**src/rtl/gerador_trepidacao_pkg.sv**
```systemverilog
// Shared types and constants for the contact-bounce generator and its LFSR.
package gerador_trepidacao_pkg;

    typedef enum logic [1:0] {REPOUSO, TREPIDA, ASSENTA} estado_t;

    localparam logic [15:0] LFSR_MASK      = 16'hB400;
    localparam logic [15:0] SEMENTE_PADRAO = 16'hACE1;

    // Bits needed for the largest gap GAP_MIN + 2^GAP_BITS - 1, never below GAP_BITS+1.
    function automatic int gap_width(input int gap_min, input int gap_bits);
        int maxg;
        int w;
        maxg = gap_min + (1 << gap_bits) - 1;
        w    = gap_bits + 1;
        while ((1 << w) <= maxg) w++;
        return w;
    endfunction

    // The same counter times both gaps and the settle period.
    function automatic int cnt_width(input int gap_min, input int gap_bits, input int t_assenta);
        int w;
        w = gap_width(gap_min, gap_bits);
        while ((1 << w) <= t_assenta) w++;
        return w;
    endfunction

endpackage

```
**src/rtl/gerador_trepidacao_if.sv**
```systemverilog
// Level in / bouncing level out bundle of the contact-bounce generator.
interface gerador_trepidacao_if;
    logic       entrada;
    logic       habilita;
    logic       saida;
    logic       ocupado;
    logic [7:0] eventos;

    modport master (output entrada, output habilita, input saida, input ocupado, input eventos);
    modport slave  (input entrada, input habilita, output saida, output ocupado, output eventos);
endinterface

```
**src/rtl/gerador_trepidacao_lfsr16.sv**
```systemverilog
// Free-running 16-bit Galois LFSR (right shift); a zero seed is forced to 1.
module lfsr16
    import gerador_trepidacao_pkg::*;
#(
    parameter logic [15:0] SEMENTE = SEMENTE_PADRAO
) (
    input  logic        clkIn,
    input  logic        clr,
    output logic [15:0] estado
);
    localparam logic [15:0] INICIO = (SEMENTE == 16'h0000) ? 16'h0001 : SEMENTE;

    always_ff @(posedge clkIn or posedge clr) begin
        if (clr) estado <= INICIO;
        else     estado <= (estado >> 1) ^ (estado[0] ? LFSR_MASK : 16'h0000);
    end
endmodule

```
**src/rtl/gerador_trepidacao.sv**
```systemverilog
// Contact-bounce generator: on each accepted level change emits 2*N_TREP flips
// spaced by pseudo-random gaps, then holds the new level for T_ASSENTA cycles.
module gerador_trepidacao
    import gerador_trepidacao_pkg::*;
#(
    parameter int          N_TREP    = 3,
    parameter int          GAP_MIN   = 2,
    parameter int          GAP_BITS  = 2,
    parameter int          T_ASSENTA = 20,
    parameter logic [15:0] SEMENTE   = SEMENTE_PADRAO
) (
    input logic               clkIn,
    input logic               clr,
    gerador_trepidacao_if.slave bus
);
    localparam int          CW        = cnt_width(GAP_MIN, GAP_BITS, T_ASSENTA);
    localparam int          TW        = (N_TREP > 0) ? $clog2(2 * N_TREP + 1) : 1;
    localparam logic [TW-1:0] TOG_INI = TW'(2 * N_TREP);
    localparam logic [CW-1:0] SETTLE  = CW'(T_ASSENTA);
    localparam bit          BOUNCE_ON = (N_TREP > 0);

    estado_t       state;
    logic          nivel;
    logic          saida_reg;
    logic          ocupado_reg;
    logic [7:0]    eventos_reg;
    logic [TW-1:0] tog;
    logic [CW-1:0] cnt;
    logic [15:0]   lfsr;
    logic [CW-1:0] gap;
    logic          unused_lfsr_bits;

    lfsr16 #(.SEMENTE(SEMENTE)) u_lfsr (
        .clkIn  (clkIn),
        .clr    (clr),
        .estado (lfsr)
    );

    assign gap              = CW'(GAP_MIN) + CW'(lfsr[GAP_BITS-1:0]);
    assign unused_lfsr_bits = ^lfsr[15:GAP_BITS];

    always_ff @(posedge clkIn or posedge clr) begin
        if (clr) begin
            state       <= REPOUSO;
            nivel       <= 1'b0;
            saida_reg   <= 1'b0;
            ocupado_reg <= 1'b0;
            eventos_reg <= '0;
            tog         <= '0;
            cnt         <= '0;
        end else begin
            case (state)
                REPOUSO: begin
                    if (bus.entrada != nivel) begin
                        nivel       <= bus.entrada;
                        saida_reg   <= bus.entrada;
                        eventos_reg <= eventos_reg + 8'd1;
                        // habilita only matters here; the event runs to completion regardless.
                        if (bus.habilita && BOUNCE_ON) begin
                            tog         <= TOG_INI;
                            cnt         <= gap;
                            ocupado_reg <= 1'b1;
                            state       <= TREPIDA;
                        end
                    end
                end
                TREPIDA: begin
                    // A gap g loaded at edge j expires at edge j+g (count reaches 1).
                    if (cnt <= CW'(1)) begin
                        tog <= tog - TW'(1);
                        if (tog == TW'(1)) begin
                            saida_reg <= nivel;
                            cnt       <= SETTLE;
                            state     <= ASSENTA;
                        end else begin
                            saida_reg <= ~saida_reg;
                            cnt       <= gap;
                        end
                    end else begin
                        cnt <= cnt - CW'(1);
                    end
                end
                ASSENTA: begin
                    if (cnt <= CW'(1)) begin
                        ocupado_reg <= 1'b0;
                        state       <= REPOUSO;
                    end else begin
                        cnt <= cnt - CW'(1);
                    end
                end
                default: state <= REPOUSO;
            endcase
        end
    end

    assign bus.saida   = saida_reg;
    assign bus.ocupado = ocupado_reg;
    assign bus.eventos = eventos_reg;
endmodule

```
**src/flat_wrapper.sv**
```systemverilog
// flat-port wrapper written by rule: the top's interface ports become plain ports
module gerador_trepidacao_flat import gerador_trepidacao_pkg::*;
#(
    parameter int          N_TREP    = 3,
    parameter int          GAP_MIN   = 2,
    parameter int          GAP_BITS  = 2,
    parameter int          T_ASSENTA = 20,
    parameter logic [15:0] SEMENTE   = SEMENTE_PADRAO
)
  (clkIn, clr, bus_entrada, bus_habilita, bus_saida, bus_ocupado, bus_eventos);
  gerador_trepidacao_if bus_i ();
  input logic clkIn;
  input logic clr;
  input wire logic [$bits(bus_i.entrada)-1:0] bus_entrada;
  input wire logic [$bits(bus_i.habilita)-1:0] bus_habilita;
  output wire logic [$bits(bus_i.saida)-1:0] bus_saida;
  output wire logic [$bits(bus_i.ocupado)-1:0] bus_ocupado;
  output wire logic [$bits(bus_i.eventos)-1:0] bus_eventos;
  assign bus_i.entrada = bus_entrada;
  assign bus_i.habilita = bus_habilita;
  assign bus_saida = bus_i.saida;
  assign bus_ocupado = bus_i.ocupado;
  assign bus_eventos = bus_i.eventos;
  gerador_trepidacao #(.N_TREP(N_TREP), .GAP_MIN(GAP_MIN), .GAP_BITS(GAP_BITS), .T_ASSENTA(T_ASSENTA), .SEMENTE(SEMENTE)) u_core (.clkIn(clkIn), .clr(clr), .bus(bus_i));
endmodule
```
**config.mk**
```make
export PLATFORM = sky130hd
export DESIGN_NAME = gerador_trepidacao_flat
export DESIGN_NICKNAME = d
export VERILOG_FILES = /design/src/rtl/gerador_trepidacao_pkg.sv /design/src/rtl/gerador_trepidacao_if.sv /design/src/rtl/gerador_trepidacao_lfsr16.sv /design/src/rtl/gerador_trepidacao.sv /design/src/flat_wrapper.sv
export SDC_FILE = /design/constraint.sdc
export NUM_CORES = 1
export LEC_CHECK = 0
export CAP_MARGIN = 30
export CORE_MARGIN = 4
export CORE_UTILIZATION = 53
export CTS_CLUSTER_SIZE = 25
export DETAILED_ROUTE_END_ITERATION = 10
export PLACE_DENSITY_LB_ADDON = 0.3
export SYNTH_ARGS = -nofsm -noshare
export SYNTH_HDL_FRONTEND = slang
export SYNTH_SLANG_ARGS = --single-unit
```
**constraint.sdc**
```tcl
create_clock -name clkIn -period 2.8 [get_ports clkIn]
set_clock_uncertainty 0.05 [all_clocks]
set_input_delay 0.7 -clock clkIn [delete_from_list [all_inputs] [get_ports clkIn]]
set_output_delay 0.7 -clock clkIn [all_outputs]
set_load 0.02 [all_outputs]
```
==> results.txt, run 1 <==
----------------------------------------------------
[Setup path]
  Type of destination of the critical path ... output pin
  CP Launch Point ... u_core.bus.eventos[0]
  Sum of buffers and inverters on the critical path ... 1
  Peak per-stage delay on the critical path ... 0.65 ns
  Reg-to-reg endpoint ... u_core.cnt[2]
  Crit. path cell count ... 1
  Kind of critical path ... reg -> out
  Cells along the critical path ... clkdlybuf4s50_1
  Worst R2R Path Depth ... 5
  Required time of the critical path ... 2.05 ns
  Critical path endpoint ... bus_eventos[0]
  Critical register-to-register path startpoint ... u_core.cnt[0]
  Maximum fanout count along the critical path ... 4
  Type of element launching the critical path ... register
  CP max stage cell ... clkdlybuf4s50_1
  Register-to-register setup slack ... 0.68 ns
  Worst path top cell family by delay ... buffers and inverters
  Endpoint arrival time on the critical path ... 1.43 ns

[Floorplanning]
  Width of the die ... 65.3 µm
  Effective utilization at floorplan ... 0.561
  Overall die area ... 0.00427 mm²
  Area of the placeable core ... 0.00310 mm²
  Number of I/O pins ... 14
  Number of rows in the core area ... 20
  Floorplan die height ... 65.3 µm

[Route]
  Remaining DRCs ... 0
  Wirelength, routed ... 3.21 mm
  Per-cell routed wire length ... 15.0 µm
  Number of detailed-routing iterations run before antenna repair ... 4
  Post-detailed-route via-to-cell ratio ... 5.57
  Number of design-rule violations left by the first detailed-router iteration ... 97
  Detail Route Antenna Nets ... 0
  Total vias in the final route ... 1192

[Clock network]
  CTS sink count ... 37
  Maximum clock insertion buffer count ... 2
  Post-cts repair resize count ... 0
  Clk Latency, worst-skew pair ... 0.35 ns
  Hold buffer count at cts ... 0
  CTS tree ... built
  Clock slew at reported path FFs ... 0.11 ns
  Root cell of the clock tree ... clkbuf_4
  Clock buffer count from CTS ... 5
  Buffers inserted during post-CTS setup optimization ... 0
  Number of levels in the clock H-tree ... 2

[Power]
  Power density over the cells ... 1050 mW/mm²
  Worst vdd rail ir drop ... 0.000510 V
  Leakage power total ... 0.000883 µW
  Overall Power ... 2080 µW

[Synthesis]
  Netlist area before placement ... 0.00174 mm²
  Yosys top cell by area ... dfrtp_1
  Seq/Total Area, Yosys ... 0.537
  Top cells by area, synth ... dfrtp_1 (42%), dfstp_2 (12%), ha_1 (5.7%)
  Fraction of synthesized cell area taken by the top area cell type ... 0.417
  Ys async rst share ... 1.00
  Post-synth top cells ... dfrtp_1 (29), inv_1 (12), dfstp_2 (8), ha_1 (8), nand2_1 (7)
  Cell count after synthesis ... 150
  EDFF count, synth ... 0
  Register bit count reported by yosys ... 37
  Most frequent cell after synthesis ... dfrtp_1
  Ys Warns ... 0
  Avg Synthesized Cell Area ... 11.6 µm²
  Top flip-flop cell by instance count after synthesis ... dfrtp_1
  Mapped Nets ... 162
  Unique cell type count in the Yosys netlist ... 45

[STA]
  Final setup vio count ... 0
  Final Hold Vio Count ... 0
  Final Cycle Share ... 0.780
  Minimum hold slack ... 0.303 ns
  Worst-case headroom to the max-slew limit ... 0.546
  Time the worst path needs with I/O delays and setup ... 2.18 ns
  Peak clock frequency supported by timing ... 458 MHz
  Slew at the pin closest to its max-slew limit ... 0.676 ns
  Fin. max-slew vios ... 0
  RSZ-0062 raised after global routing ... false
  Setup total negative slack ... 0 ns

[Finish]
  Net total in the final layout ... 181
  Fraction of final layout cells with drive strength greater than 1 ... 0.176
  Max reg flops ... 16
  Core occupancy in the finished layout ... 0.638
  Final std cells w/o fill ... 214
  Syn-to-layout area delta ... 13.6%
  Number of antenna diodes ... 0

[Placement]
  IO buf count ... 13
  Post-placement cell count ... 206
  Routability congestion estimate ... 0.887
  Post-detailed-placement half-perimeter wirelength ... 2.35 mm

[GRT]
  Largest net degree at the start of global routing ... 22
  Number of antenna violations at the first check in global routing ... 0
  Global-route usage over all layers ... 0.174
  Overflow after GRT ... 0
  Global-route wire length before repair ... 5.66 mm
  Via count of the first global-routing pass ... 1219

[Hold path]
  Worst hold stages ... 0
  Worst min-delay path category ... reg -> reg

[Status]
  Status ... finished, final reports clean

[Job]
  Maximum Capacitance Violations ... 0

----------------------------------------------------
## per-stage QoR
step | area [µm²] | setup WS (ns)
after detailed placement | 1930 | 0.284
after floorplan | 1740 | 0.859
after global placement | 1930 | 0.334
final | 1980 | 0.617
after CTS | 1980 | 0.598
after global routing | 1980 | 0.532
## layout by cell type, fill, tap and decap left out, types with 4 or more instances in the layout
| cell type | count |
|---|---|
| nor3_1 | 5 |
| ha_1 | 8 |
| inv_1 | 12 |
| dfstp_2 | 8 |
| xnor2_1 | 5 |
| o21ai_0 | 5 |
| xor2_1 | 6 |
| nand3_1 | 4 |
| a21oi_1 | 5 |
| clkbuf_4 | 5 |
| nand2_1 | 7 |
| nor2_1 | 6 |
| dfrtp_1 | 29 |
| clkdlybuf4s50_1 | 13 |
## layout make-up
type,count,area (µm²)
fillers,271,1120
flip-flops and latches,37,936
multi-input cells,97,738
repair buffers,16,153
well taps,44,55.1
clock buffers,7,45.0
inverters,12,45.0
clock inverters,1,7.51
## cell families after synthesis
kind of cell / after synthesis / share of synthesized area
flip-flops: 37 / 0.537
AO/OA/AOI/OAI: 33 / 0.138
multiplexers: 8 / 0.0568
buffers and inverters: 16 / 0.0388
AND/OR/NAND/NOR: 36 / 0.107
adder cells (fa/ha/maj): 8 / 0.0575
XOR/XNOR: 12 / 0.0647
## layer usage
metal	vias to the layer above	track usage	part of all wire
li1	568	-	-
met4	0	0.0622	0.0056
met2	28	0.282	0.49
met5	-	0	0
met3	4	0.0359	0.046
met1	592	0.230	0.46
## power breakdown
| group | total, µW | internal (µW) | switching [µW] |
|---|---|---|---|
| sequential | 771 | 649 | 122 |
| clock | 277 | 99.1 | 178 |
| combinational | 1030 | 476 | 554 |
## how the worst min path moves through the flow
stage,start,end,slack [ns]
after detailed placement,u_core.u_lfsr.estado[2],u_core.u_lfsr.estado[1],0.29
after global placement,u_core.u_lfsr.estado[3],u_core.u_lfsr.estado[2],0.29
after global routing,u_core.u_lfsr.estado[6],u_core.u_lfsr.estado[5],0.31
after floorplan,u_core.u_lfsr.estado[2],u_core.u_lfsr.estado[1],0.28
after CTS,u_core.u_lfsr.estado[6],u_core.u_lfsr.estado[5],0.31
final,u_core.u_lfsr.estado[3],u_core.u_lfsr.estado[2],0.30
Power figures use the tool's default switching activity.
==> run 2, diff against run 1 <==
--- a/config.mk
+++ b/config.mk
@@ -7,7 +7,7 @@
 export LEC_CHECK = 0
 export CAP_MARGIN = 30
 export CORE_MARGIN = 4
-export CORE_UTILIZATION = 53
+export CORE_UTILIZATION = 51
 export CTS_CLUSTER_SIZE = 25
 export DETAILED_ROUTE_END_ITERATION = 10
 export PLACE_DENSITY_LB_ADDON = 0.3
==> constraint.sdc (replaced) <==
create_clock -name clkIn -period 1.85 [get_ports clkIn]
set_clock_uncertainty 0.05 [all_clocks]
set_input_delay 0.4625 -clock clkIn [delete_from_list [all_inputs] [get_ports clkIn]]
set_output_delay 0.4625 -clock clkIn [all_outputs]
set_load 0.02 [all_outputs]
==> results.txt, run 2 (synthesis results as in run 1) <==
----------------------------------------------------
[Clock network]
  Number of levels in the clock H-tree ... 2
  Root cell of the clock tree ... clkbuf_4
  Maximum clock insertion buffer count ... 2
  Clock buffer count from CTS ... 5
  Buffers inserted during post-CTS setup optimization ... 0
  CTS sink count ... 37
  Hold buffer count at cts ... 0
  Clock slew at reported path FFs ... 0.11 ns
  Clk Latency, worst-skew pair ... 0.35 ns
  CTS tree ... built

[Route]
  Detail Route Antenna Nets ... 0
  Remaining DRCs ... 0
  Number of design-rule violations left by the first detailed-router iteration ... 95
  Per-cell routed wire length ... 14.8 µm
  Total vias in the final route ... 1257
  Number of detailed-routing iterations run before antenna repair ... 4
  Post-detailed-route via-to-cell ratio ... 5.49
  Wirelength, routed ... 3.39 mm

[GRT]
  Number of antenna violations at the first check in global routing ... 0
  Largest net degree at the start of global routing ... 25
  Global-route usage over all layers ... 0.176
  Global-route wire length before repair ... 5.75 mm
  Overflow after GRT ... 0
  Via count of the first global-routing pass ... 1285

[Status]
  Status ... finished, final reports clean

[Floorplanning]
  Width of the die ... 66.4 µm
  Number of I/O pins ... 14
  Overall die area ... 0.00441 mm²
  Number of rows in the core area ... 20
  Area of the placeable core ... 0.00315 mm²
  Floorplan die height ... 66.4 µm
  Effective utilization at floorplan ... 0.552

[Setup path]
  Maximum fanout count along the critical path ... 6
  Peak per-stage delay on the critical path ... 0.53 ns
  Type of element launching the critical path ... primary input
  Endpoint arrival time on the critical path ... 1.99 ns
  Cells along the critical path ... clkdlybuf4s50_1, xor2_2, a21oi_4, nor3_2, mux2_2
  Type of destination of the critical path ... register
  Sum of buffers and inverters on the critical path ... 1
  Worst path top cell family by delay ... buffers and inverters
  CP max stage cell ... clkdlybuf4s50_1
  Required time of the critical path ... 2.04 ns
  Kind of critical path ... in -> reg

[Power]
  Power density over the cells ... 1620 mW/mm²
  Worst vdd rail ir drop ... 0.000966 V
  Overall Power ... 3470 µW
  Leakage power total ... 0.000991 µW

[STA]
  Worst-case headroom to the max-slew limit ... 0.737
  Fin. max-slew vios ... 0
  Final setup vio count ... 0
  Slew at the pin closest to its max-slew limit ... 0.385 ns
  RSZ-0062 raised after global routing ... true
  Peak clock frequency supported by timing ... 555 MHz
  Final Hold Vio Count ... 0
  Time the worst path needs with I/O delays and setup ... 1.80 ns
  Final Cycle Share ... 0.974

[Placement]
  Routability congestion estimate ... 0.905
  Post-detailed-placement half-perimeter wirelength ... 2.47 mm
  IO buf count ... 13

[Finish]
  Net total in the final layout ... 196
  Most used cells in the layout excluding fill and tap cells ... dfrtp_1 (29), buf_4 (17), inv_1 (12), dlygate4sd2_1 (10), dfstp_2 (8)
  Max reg flops ... 16
  Fillcell total ... 242
  Core occupancy in the finished layout ... 0.681
  Fraction of final layout cells with drive strength greater than 1 ... 0.297
  Syn-to-layout area delta ... 23.2%
  Leading cell type in the layout, fill and taps excluded ... dfrtp_1
  Number of antenna diodes ... 0

[Hold path]
  Worst min-delay path category ... reg -> reg

[Job]
  Maximum Capacitance Violations ... 0

----------------------------------------------------
## run 2: cell count changes in the layout (fill, tap and decap cells not counted), sizes merged
cell,delta
dlygate4sd2,+10
clkbuf,-2
clkinv,+2
clkdlybuf4s50,-10
buf,+15
## run 2: cell type report
class,instances,area (µm²),area share
Tap cell,44,55.1,0.0257
Sequential cell,37,936,0.436
Multi-Input combinational cell,97,790,0.368
Clock inverter,3,17.5,0.00816
Timing Repair Buffer,31,265,0.124
Clock buffer,5,37.5,0.0175
Inverter,12,45.0,0.0210
## run 2: metrics by stage
step	instance area (µm²)	hold WS [ns]	std cells	setup slack, ns	setup TNS, ns
global placement	2080	0.287	221	-0.306	-3.72
detailed placement	2080	0.289	221	-0.340	-4.41
global route	2150	0.316	229	-0.0278	-0.0407
CTS	2130	0.314	229	0.0164	0
floorplan	1770	0.281	150	-0.0172	-0.0592
finish	2150	0.311	229	0.0487	0
## run 2: report_power, final
group	switching, µW	internal (µW)
combinational	973	927
clock	276	143
sequential	171	982
total	1420	2050
## run 2: per-layer routing
| metal | track usage | vias up | wire length (µm) |
|---|---|---|---|
| met5 | 0 | - | 0 |
| met1 | 0.237 | 608 | 1610 |
| met2 | 0.261 | 38 | 1550 |
| met4 | 0.0990 | 0 | 95 |
| met3 | 0.0357 | 12 | 135 |
| li1 | - | 599 | - |
## run 2: timing repair
action	in CTS	in global routing
setup endpoints to repair	14	7
gates resized for setup	11	5
cloned	0	0
## run 2: final timing paths
check                                              from                       end  slack [ns]  cells after the start
max in group asynchronous                           clr  u_core.u_lfsr.estado[15]        1.06                      3
worst min-delay path            u_core.u_lfsr.estado[2]   u_core.u_lfsr.estado[1]        0.31                      0
min in group asynchronous                           clr     u_core.bus.eventos[5]        0.36                      3
worst max-delay path                        bus_entrada             u_core.tog[1]        0.05                      5
worst max register to register          u_core.state[1]             u_core.tog[1]        0.06                      7
worst min register to register  u_core.u_lfsr.estado[2]   u_core.u_lfsr.estado[1]        0.31                      0
